## src/rtl/tdm_pkg.sv

```systemverilog
// Shared TDM lane-mux definitions: FSM encoding, default geometry, lane-index width.
// Used by both the receive demux and the transmit-side serializer.
package tdm_pkg;

   typedef enum logic {
      HUNT    = 1'b0,
      COLLECT = 1'b1
   } tdm_state_t;

   localparam int unsigned DEF_CH_W    = 4;
   localparam int unsigned DEF_N_CH    = 4;
   localparam int unsigned DEF_TIMEOUT = 255;
   localparam int unsigned IDLE_W      = 16;

   function automatic int unsigned lane_w(input int unsigned n);
      return (n < 2) ? 1 : $clog2(n);
   endfunction

endpackage

```

## src/rtl/tdm_timeout_ctr.sv

```systemverilog
// Saturating idle-cycle counter; expired fires on the LIMIT-th consecutive inc cycle.
module tdm_timeout_ctr
   import tdm_pkg::*;
#(
   parameter int unsigned LIMIT = DEF_TIMEOUT
) (
   input  logic clk,
   input  logic rst_n,
   input  logic clr,
   input  logic inc,
   output logic expired
);

   localparam logic [IDLE_W-1:0] LIM = IDLE_W'(LIMIT);

   logic [IDLE_W-1:0] cnt;

   always_ff @(posedge clk or negedge rst_n) begin
      if (!rst_n) begin
         cnt <= '0;
      end else if (clr) begin
         cnt <= '0;
      end else if (inc && (cnt != LIM)) begin
         cnt <= cnt + 1'b1;
      end
   end

   // cnt holds completed idle cycles, so the current one is the LIMIT-th when cnt reaches LIMIT-1
   assign expired = inc && !clr && (cnt >= (LIM - 1'b1));

endmodule

```

## src/rtl/tdm_demux_rx.sv

```systemverilog
// TDM lane demultiplexer: rebuilds N_CH*CH_W-bit frames from tagged lane beats.
// Optional `define TDM_PARITY_EN adds par/par_err even-parity checking per beat.
module tdm_demux_rx
   import tdm_pkg::*;
#(
   parameter int unsigned CH_W    = DEF_CH_W,
   parameter int unsigned N_CH    = DEF_N_CH,
   parameter int unsigned TIMEOUT = DEF_TIMEOUT
) (
   input  logic                     clk,
   input  logic                     rst_n,
   input  logic                     en,
   input  logic                     valid,
   input  logic                     sof,
   input  logic [lane_w(N_CH)-1:0]  sel,
   input  logic [CH_W-1:0]          din,
`ifdef TDM_PARITY_EN
   input  logic                     par,
   output logic                     par_err,
`endif
   output logic [N_CH*CH_W-1:0]     dout,
   output logic                     frame_done,
   output logic                     locked,
   output logic                     seq_err
);

   localparam int unsigned SEL_W = lane_w(N_CH);
   localparam logic [SEL_W-1:0] LAST = SEL_W'(N_CH - 1);

   tdm_state_t                     state;
   logic [SEL_W-1:0]               exp_lane;
   logic [N_CH-2:0][CH_W-1:0]      shadow;

   logic counting;
   logic tmo_expired;
   logic par_ok;
   logic beat_ok;
   logic start;

   assign counting = en && (state == COLLECT) && (exp_lane != '0) && !valid;
   assign start    = sof && (sel == '0);
   assign beat_ok  = (sel == exp_lane) && (sof == (exp_lane == '0));

`ifdef TDM_PARITY_EN
   assign par_ok = ~^{din, par};
`else
   assign par_ok = 1'b1;
`endif

   tdm_timeout_ctr #(
      .LIMIT (TIMEOUT)
   ) u_tmo (
      .clk     (clk),
      .rst_n   (rst_n),
      .clr     (!counting),
      .inc     (counting),
      .expired (tmo_expired)
   );

   always_ff @(posedge clk or negedge rst_n) begin
      if (!rst_n) begin
         state      <= HUNT;
         exp_lane   <= '0;
         shadow     <= '0;
         dout       <= '0;
         frame_done <= 1'b0;
         locked     <= 1'b0;
         seq_err    <= 1'b0;
`ifdef TDM_PARITY_EN
         par_err    <= 1'b0;
`endif
      end else begin
         frame_done <= 1'b0;
         seq_err    <= 1'b0;
`ifdef TDM_PARITY_EN
         par_err    <= 1'b0;
`endif
         if (!en) begin
            state    <= HUNT;
            exp_lane <= '0;
            locked   <= 1'b0;
         end else if (valid && !par_ok) begin
`ifdef TDM_PARITY_EN
            par_err <= 1'b1;
`endif
            if (state == COLLECT) begin
               state    <= HUNT;
               exp_lane <= '0;
               locked   <= 1'b0;
            end
         end else begin
            case (state)
               HUNT: begin
                  if (valid && start) begin
                     shadow[0] <= din;
                     exp_lane  <= SEL_W'(1);
                     state     <= COLLECT;
                  end
               end
               COLLECT: begin
                  if (valid) begin
                     if (beat_ok) begin
                        if (exp_lane == LAST) begin
                           dout       <= {din, shadow};
                           frame_done <= 1'b1;
                           locked     <= 1'b1;
                           exp_lane   <= '0;
                        end else begin
                           for (int unsigned k = 0; k < N_CH - 1; k++) begin
                              if (sel == SEL_W'(k)) shadow[k] <= din;
                           end
                           exp_lane <= exp_lane + 1'b1;
                        end
                     end else begin
                        // an offending sof on lane 0 is itself a legal frame start
                        seq_err <= 1'b1;
                        locked  <= 1'b0;
                        if (start) begin
                           shadow[0] <= din;
                           exp_lane  <= SEL_W'(1);
                        end else begin
                           state    <= HUNT;
                           exp_lane <= '0;
                        end
                     end
                  end else if (tmo_expired) begin
                     seq_err  <= 1'b1;
                     locked   <= 1'b0;
                     state    <= HUNT;
                     exp_lane <= '0;
                  end
               end
               default: begin
                  state    <= HUNT;
                  exp_lane <= '0;
               end
            endcase
         end
      end
   end

endmodule

```

## config.mk

```make
export PLATFORM = sky130hd
export DESIGN_NAME = tdm_demux_rx
export DESIGN_NICKNAME = d
export VERILOG_FILES = /design/src/rtl/tdm_pkg.sv /design/src/rtl/tdm_timeout_ctr.sv /design/src/rtl/tdm_demux_rx.sv
export SDC_FILE = /design/constraint.sdc
export NUM_CORES = 1
export LEC_CHECK = 0
export ABC_AREA = 1
export BUFFER_PORTS_ARGS = -buffer_cell sky130_fd_sc_hd__buf_2
export CORE_AREA = 4 4 63 108
export CTS_CLUSTER_SIZE = 25
export DETAILED_ROUTE_END_ITERATION = 16
export DIE_AREA = 0 0 67 112
export MAX_ROUTING_LAYER = met4
export PLACE_DENSITY = 0.65
export SLEW_MARGIN = 5
export SYNTH_ARGS = -nofsm -noshare
export SYNTH_HDL_FRONTEND = slang
export SYNTH_SLANG_ARGS = --single-unit
```

## constraint.sdc

```tcl
create_clock -name clk -period 2.8 [get_ports clk]
set_input_delay 0.28 -clock clk [delete_from_list [all_inputs] [get_ports clk]]
set_output_delay 0.28 -clock clk [all_outputs]
set_load 0.05 [all_outputs]
```

==> metrics.md, run 1 <==
| Metric | Value |
|---|---|
| Status | finished clean |
| R2R cell count | 9 |
| Worst Path Max Fanout | 22 |
| Post-CTS setup buffers | 0 |
| DRC Markers | 0 |
| Clk_skew | 0.002667 ns |
| CP required | 3.05 ns |
| Vias in the first global route | 1934 |
| Clock root buffer master | clkbuf_8 |
| GP Congestion | 0.8834 |
| Leading cell type in the layout, fill and taps excluded | nand2_1 |
| Input/output buffers | 29 |
| Worst r2r src | exp_lane[0] |
| CTS Sinks | 50 |
| Minimum clock period after layout | 1.901 ns |
| Mapped Nets | 304 |
| Area Growth Syn to Fin | 15.12% |
| Met2 Resource Use GR | 26.35% |
| Critical path endpoint category | register |
| GR Util met3 | 2.220% |
| Synth top area share | 52.49% |
| Clk slew on worst S/H paths | 0.09 ns |
| Worst path max stage delay | 0.43 ns |
| Final Power | 0.001452 W |
| FP Rows | 37 |
| Critical path's slowest cell | dfrtp_1 |
| GR Layer Usage met1 | 16.41% |
| H-tree levels | 2 |
| Initial Util | 40.54% |
| Commonest non-fill, non-tap cells in the layout | nand2_1, dfrtp_1, buf_2 |
| DRT Pass-1 Iters | 4 |
| Detailed Place HPWL | 3.691 mm |
| Power Dens Cells | 529.0 nW/um2 |
| Worst path bufs/invs | 2 |
| Chip height | 112 um |
| Largest area contributor in the netlist | dfrtp_1 |
| TritonCTS clock tree | yes |
| Final hold vios | 0 |
| Headroom to the max-slew limit | 25.39% |
| TNS Setup | 0 ns |
| Type of the worst min-delay path | in -> async |
| Share of layout cells above drive strength 1 | 15.48% |
| Vias/cell | 4.838 |
| FF-to-FF setup slack | 0.90 ns |
| Lkg Pwr | 1.432 nW |
| Post-Syn Area | 2384 um2 |
| Initial antenna violation count | 0 |
| Cts repair resizes | 0 |
| Wirelength per Cell | 12.43 um |
| WHS | 0.1803 ns |
| Seq/Total Area, Yosys | 52.49% |
| Post-CTS Hold Buffers | 0 |
| CP cell instances | inv_1 -> ha_1 -> xnor2_1 -> nand3_2 -> nor2_4 -> nand2_4 -> clkinv_2 -> nand2_1 -> nand2_1 |
| Die Footprint | 7504 um2 |
| Yosys cell types | 31 |
| Crit-path leading delay family | simple AND/OR/NAND/NOR gates |
| Largest net degree at the start of global routing | 51 |
| WS Path Type | reg -> reg |
| Fmax | 0.5260 GHz |
| Die X | 67 um |
| Max VDD drop | 0.2551 mV |
| CP most frequent cell | nand2_1 |
| Clk buf depth | 2 |
| Synth top area cells | dfrtp_1, nand2_1, inv_1 |
| End point of the critical path | dout[8] |
| CP Depth | 9 |
| Final WL | 4.986 mm |
| Reg-to-reg endpoint | dout[8] |
| Num CTS Buffers | 5 |
| Max Cap Viol | 0 |
| Post-Syn Area per Cell | 8.248 um2 |
| Via Count | 1940 |
| First-pass GRT wire length | 8.583 mm |
| Synth warn | 0 |
| GRT Total Usage | 15.15% |
| GR peak layer | met2 |
| Placed cell areas | 2601 um2 |
| Actual transition at the worst max-transition pin | 1.119 ns |
| Routed Antenna Nets | 0 |
| Worst-Skew Late Latency | 0.30 ns |
| I/O Pins | 30 |
| Data arrival, critical path | 2.15 ns |
| Final Max Slew Viols | 0 |
| RSZ-0062 raised after global routing | false |
| Core area | 5879 um2 |
| Synth Register Bits | 50 |
| Crit path from | exp_lane[0] |
| Total gr overflow | 0 |
| DR iter-0 viols | 92 |
| Nets | 337 |
| N_diodes | 0 |
| Startpoint Class | register |
| Final Cycle Share | 67.90% |
| Synth Instances | 289 |
| Final setup violation count | 0 |
| Final instance area | 2744 um2 |
-- where the power goes --
part	switching, W	internal [W]
sequential	0.0000111	0.000738
clock	0.000239	0.000381
combinational	0.0000573	0.0000255
-- cell usage after synthesis, drive strengths merged --
library cell / number
a21oi: 8
a31oi: 3
and3: 1
buf: 4
clkinv: 1
dfrtp: 50
ha: 4
inv: 27
nand2: 101
nand3: 14
nand4: 5
nor2: 28
nor3: 9
nor3b: 1
nor4: 1
o211a: 1
o21ai: 22
o22ai: 1
or2: 2
xnor2: 3
xor2: 3
-- cells by family (layout without fill, tap and decap cells) --
kind of cell	count (synthesis)	after routing	synth area share [%]
adders and majority gates	4	4	2.100
AOI/OAI and AO/OA	35	35	8.399
buffers and inverters	32	66	5.826
and+or+nand+nor	162	162	28.98
DFF	50	50	52.49
xor gates and xnor gates	6	6	2.205
-- stage by stage --
| stage | worst slack [ns] | std cells | utilization, % |
|---|---|---|---|
| floorplan | 1.150 | 289 | - |
| global placement | 0.9967 | 393 | 44.24 |
| detailed placement | 0.9050 | 393 | 44.24 |
| CTS | 0.8810 | 401 | 46.67 |
| global route | 0.7163 | 401 | 46.67 |
| finish | 0.8987 | 401 | 46.67 |
-- worst register-to-register path: cells and delay by family, from the launching register on --
kind / cells / cell delay [ns]
buffers and inverters: 2 / 0.31
and+or+nand+nor: 5 / 0.59
DFF: 1 / 0.43
xor gates and xnor gates: 1 / 0.29
adders and majority gates: 1 / 0.24
-- cell type report --
| class | count | area [um2] |
|---|---|---|
| Clock buffer | 6 | 82.58 |
| Clock inverter | 2 | 60.06 |
| Fill cell | 605 | 3136 |
| Inverter | 28 | 106.4 |
| Multi-Input combinational cell | 207 | 993.5 |
| Sequential cell | 50 | 1251 |
| Tap cell | 78 | 97.59 |
| Timing Repair Buffer | 30 | 152.6 |
-- state kept, by name (all words and copies together), names as in the netlist --
signal / flops
frame_done: 1
exp_lane: 2
u_tmo.cnt: 16
seq_err: 1
dout: 16
state: 1
locked: 1
shadow: 12
-- how the worst min path moves through the flow --
stage,startpoint,end,slack [ns],cells after the start
after floorplan,rst_n,dout[0],-0.02,0
after global placement,shadow[10],dout[10],0.45,2
final,rst_n,u_tmo.cnt[2],0.18,1
after detailed placement,shadow[6],dout[6],0.46,2
after CTS,rst_n,u_tmo.cnt[2],0.22,1
after global routing,din[0],shadow[0],0.23,3
-- per-layer routing --
layer	part of all wire [%]	wire (um)
met2	53	2658
met1	41	2038
met5	0	0
met4	2.6	132
met3	3.1	156
Note: power is estimated with default switching activity, not from simulation.
==> run 2, diff against run 1 <==
--- a/config.mk
+++ b/config.mk
@@ -12,7 +12,7 @@
 export DETAILED_ROUTE_END_ITERATION = 16
 export DIE_AREA = 0 0 67 112
 export MAX_ROUTING_LAYER = met4
-export PLACE_DENSITY = 0.65
+export PLACE_DENSITY = 0.67
 export SLEW_MARGIN = 5
 export SYNTH_ARGS = -nofsm -noshare
 export SYNTH_HDL_FRONTEND = slang
==> constraint.sdc (replaced) <==
create_clock -name clk -period 1.7 [get_ports clk]
set_input_delay 0.17 -clock clk [delete_from_list [all_inputs] [get_ports clk]]
set_output_delay 0.17 -clock clk [all_outputs]
set_load 0.05 [all_outputs]
==> run 2 against run 1 <==
  * Clock-buffer cell count is 1 lower
  * Critical path type unchanged
  * Highest routed layer unchanged
  * Sequential share of layout area is 2.8 points lower
  * Sequential power is 64% higher
  * Largest power group unchanged
  * Maximum frequency is 21% higher
  * Largest cell class unchanged
  * Non-clock buffer count is 13 higher
  * Final area is 6.6% higher
  * Critical path depth is 1 higher
  * Worst hold slack worse by 0.064 ns
  * Wire length is 4.2% higher
==> metrics.md, run 2 (synthesized netlist as in run 1, its figures left out) <==
| Metric | Value |
|---|---|
| Status | finished clean |
| Type of the worst min-delay path | in -> reg |
| Total gr overflow | 0 (unchanged) |
| Nets | 352 (+4.5%) |
| Clk buf depth | 2 (unchanged) |
| Final hold vios | 0 (unchanged) |
| Worst r2r src | exp_lane[0] |
| Fmax | 0.6386 GHz (+21%) |
| CTS Sinks | 50 (unchanged) |
| RSZ-0062 raised after global routing | false |
| Chip height | 112 um (unchanged) |
| Critical path endpoint category | register |
| Worst path max stage delay | 0.39 ns (-0.04 ns) |
| Worst-Skew Late Latency | 0.31 ns (about the same) |
| Area Growth Syn to Fin | 22.73% |
| Power Dens Cells | 770.3 nW/um2 (+46%) |
| Wirelength per Cell | 12.48 um (+0.40%) |
| Detailed Place HPWL | 3.683 mm (-0.23%) |
| Leading cell type in the layout, fill and taps excluded | nand2_1 |
| GP Congestion | 0.8628 (-2.3%) |
| Critical path's slowest cell | dfrtp_1 |
| Worst Hold Launch | din[1] |
| First-pass GRT wire length | 8.528 mm (-0.64%) |
| H-tree levels | 2 (unchanged) |
| WS Path Type | reg -> reg |
| CP most frequent cell | nand2_1 |
| Max Cap Viol | 0 (unchanged) |
| Worst hold path cell count | 3 |
| Actual transition at the worst max-transition pin | 0.2995 ns (-0.8197 ns) |
| CP required | 1.95 ns (-1.10 ns) |
| Hold EP | shadow[1] |
| Die X | 67 um (unchanged) |
| Clk slew on worst S/H paths | 0.09 ns (about the same) |
| Startpoint Class | register |
| Routed Antenna Nets | 0 (unchanged) |
| Final Cycle Share | 92.12% (+24 points) |
| CP cell instances | inv_1 -> ha_2 -> xnor2_2 -> nand3_2 -> nor2_4 -> buf_12 -> nand2_8 -> inv_8 -> nand2_1 -> nand2_1 |
| Num CTS Buffers | 5 (unchanged) |
| Lkg Pwr | 1.523 nW (+6.4%) |
| Final WL | 5.193 mm (+4.2%) |
| Via Count | 1996 (+2.9%) |
| Initial antenna violation count | 0 (unchanged) |
| FILL cells | 597 (-1.3%) |
| Clk_skew | 0.008621 ns (+0.005955 ns) |
| I/O Pins | 30 (unchanged) |
| FP Rows | 37 (unchanged) |
| GRT Total Usage | 15.02% (-0.13 points) |
| Minimum clock period after layout | 1.566 ns (-0.3352 ns) |
| Regs by FF count | dout (16), u_tmo.cnt (16), shadow (12) |
| TritonCTS clock tree | yes |
| Final setup violation count | 0 (unchanged) |
| Commonest non-fill, non-tap cells in the layout | nand2_1, dfrtp_1, buf_2 |
| Seq. cell area | 1251 um2 (unchanged) |
| DRT Pass-1 Iters | 4 (unchanged) |
| Core area | 5879 um2 (unchanged) |
| DRC Markers | 0 (unchanged) |
| Cells after DPL | 401 (+2.0%) |
| Vias in the first global route | 1915 (-0.98%) |
| Final Instance Count excl. Fillers | 416 (+3.7%) |
| Die Footprint | 7504 um2 (unchanged) |
| DR iter-0 viols | 155 (+68%) |
| Input/output buffers | 29 (unchanged) |
| Final Max Slew Viols | 0 (unchanged) |
| Area of the multi-input gates | 1074 um2 (+8.1%) |
| N_diodes | 0 (unchanged) |
| Headroom to the max-slew limit | 79.88% (+54 points) |
| FF-to-FF setup slack | 0.13 ns (-0.76 ns) |
| Worst Slack Setup Final | 0.1340 ns (-0.7648 ns) |
| Share of layout cells above drive strength 1 | 22.19% (+6.7 points) |
| Reg-to-reg endpoint | dout[11] |
| Max VDD drop | 0.4199 mV (+65%) |
| Initial Util | 40.54% (unchanged) |
| Data arrival, critical path | 1.82 ns (-0.33 ns) |
| Worst Path Max Fanout | 13 (-41%) |
| WHS | 0.1162 ns (-0.06410 ns) |
| Largest net degree at the start of global routing | 51 (unchanged) |
| R2R cell count | 10 (+1) |
| Vias/cell | 4.798 (-0.82%) |
| Final Power | 0.002253 W (+55%) |
| Clock root buffer master | clkbuf_8 |
| Setup WS pre-CTS | -0.03978 ns (-0.9448 ns) |
## run 2: cell types whose count changed in the layout (fill, tap and decap cells not counted), sizes merged
cell	previous run	this run
buf	30	42
bufinv	2	1
clkbuf	6	5
dlygate4sd3	0	1
inv	27	29
nand2	101	103
## run 2: worst max-delay path: cells and delay by family (launching register included)
kind	cells	cell delay [ns]
AND/OR/NAND/NOR	5	0.45
buffers and inverters	3	0.31
flip-flops	1	0.39
XOR/XNOR	1	0.14
adder cells (fa/ha/maj)	1	0.21
## run 2: how the worst max path moves through the flow
stage	start	endpoint	slack [ns]
after floorplan	exp_lane[0]	dout[10]	0.05
after global placement	exp_lane[0]	dout[5]	0.05
after detailed placement	exp_lane[0]	dout[11]	-0.04
after CTS	exp_lane[0]	u_tmo.cnt[1]	0.000006
after global routing	u_tmo.cnt[1]	u_tmo.cnt[0]	0.008
final	exp_lane[0]	dout[11]	0.13
## run 2: cell type report
cell class | count | area share (%)
Clock buffer | 5 | 2.352
Inverter | 28 | 3.849
Clock inverter | 3 | 1.497
Sequential cell | 50 | 42.77
Tap cell | 78 | 3.336
Timing Repair Buffer | 43 | 9.495
Multi-Input combinational cell | 209 | 36.70
## run 2: what timing repair did
action | in CTS | in global routing
hold buffers | 1 | 0
resized for setup | 2 | 16
pin swaps | 0 | 8
endpoints found under the setup margin | 12 | 39
gates cloned | 0 | 2
buffers inserted | 0 | 4
endpoints found under the hold margin | 50 | 0
## run 2: metal layers
layer	vias up	wire, um	track usage, %
met5	-	0	-
met4	0	93	5.691
met2	33	2729	25.03
li1	1021	-	-
met3	6	151	2.725
met1	936	2217	17.52
## run 2: metrics by stage
stage	instance area, um2	TNS (ns)	util [%]
after floorplan	2384	0	-
after global placement	2674	0	45.48
after detailed placement	2674	-0.3555	45.48
after CTS	2808	0	47.75
after global routing	2925	0	49.76
final	2925	0	49.76
## run 2: power by group
group          internal, W  leakage, nW  switching [W]
sequential         0.00121        0.691      0.0000162
clock             0.000441       0.0585       0.000409
combinational    0.0000635        0.773       0.000109
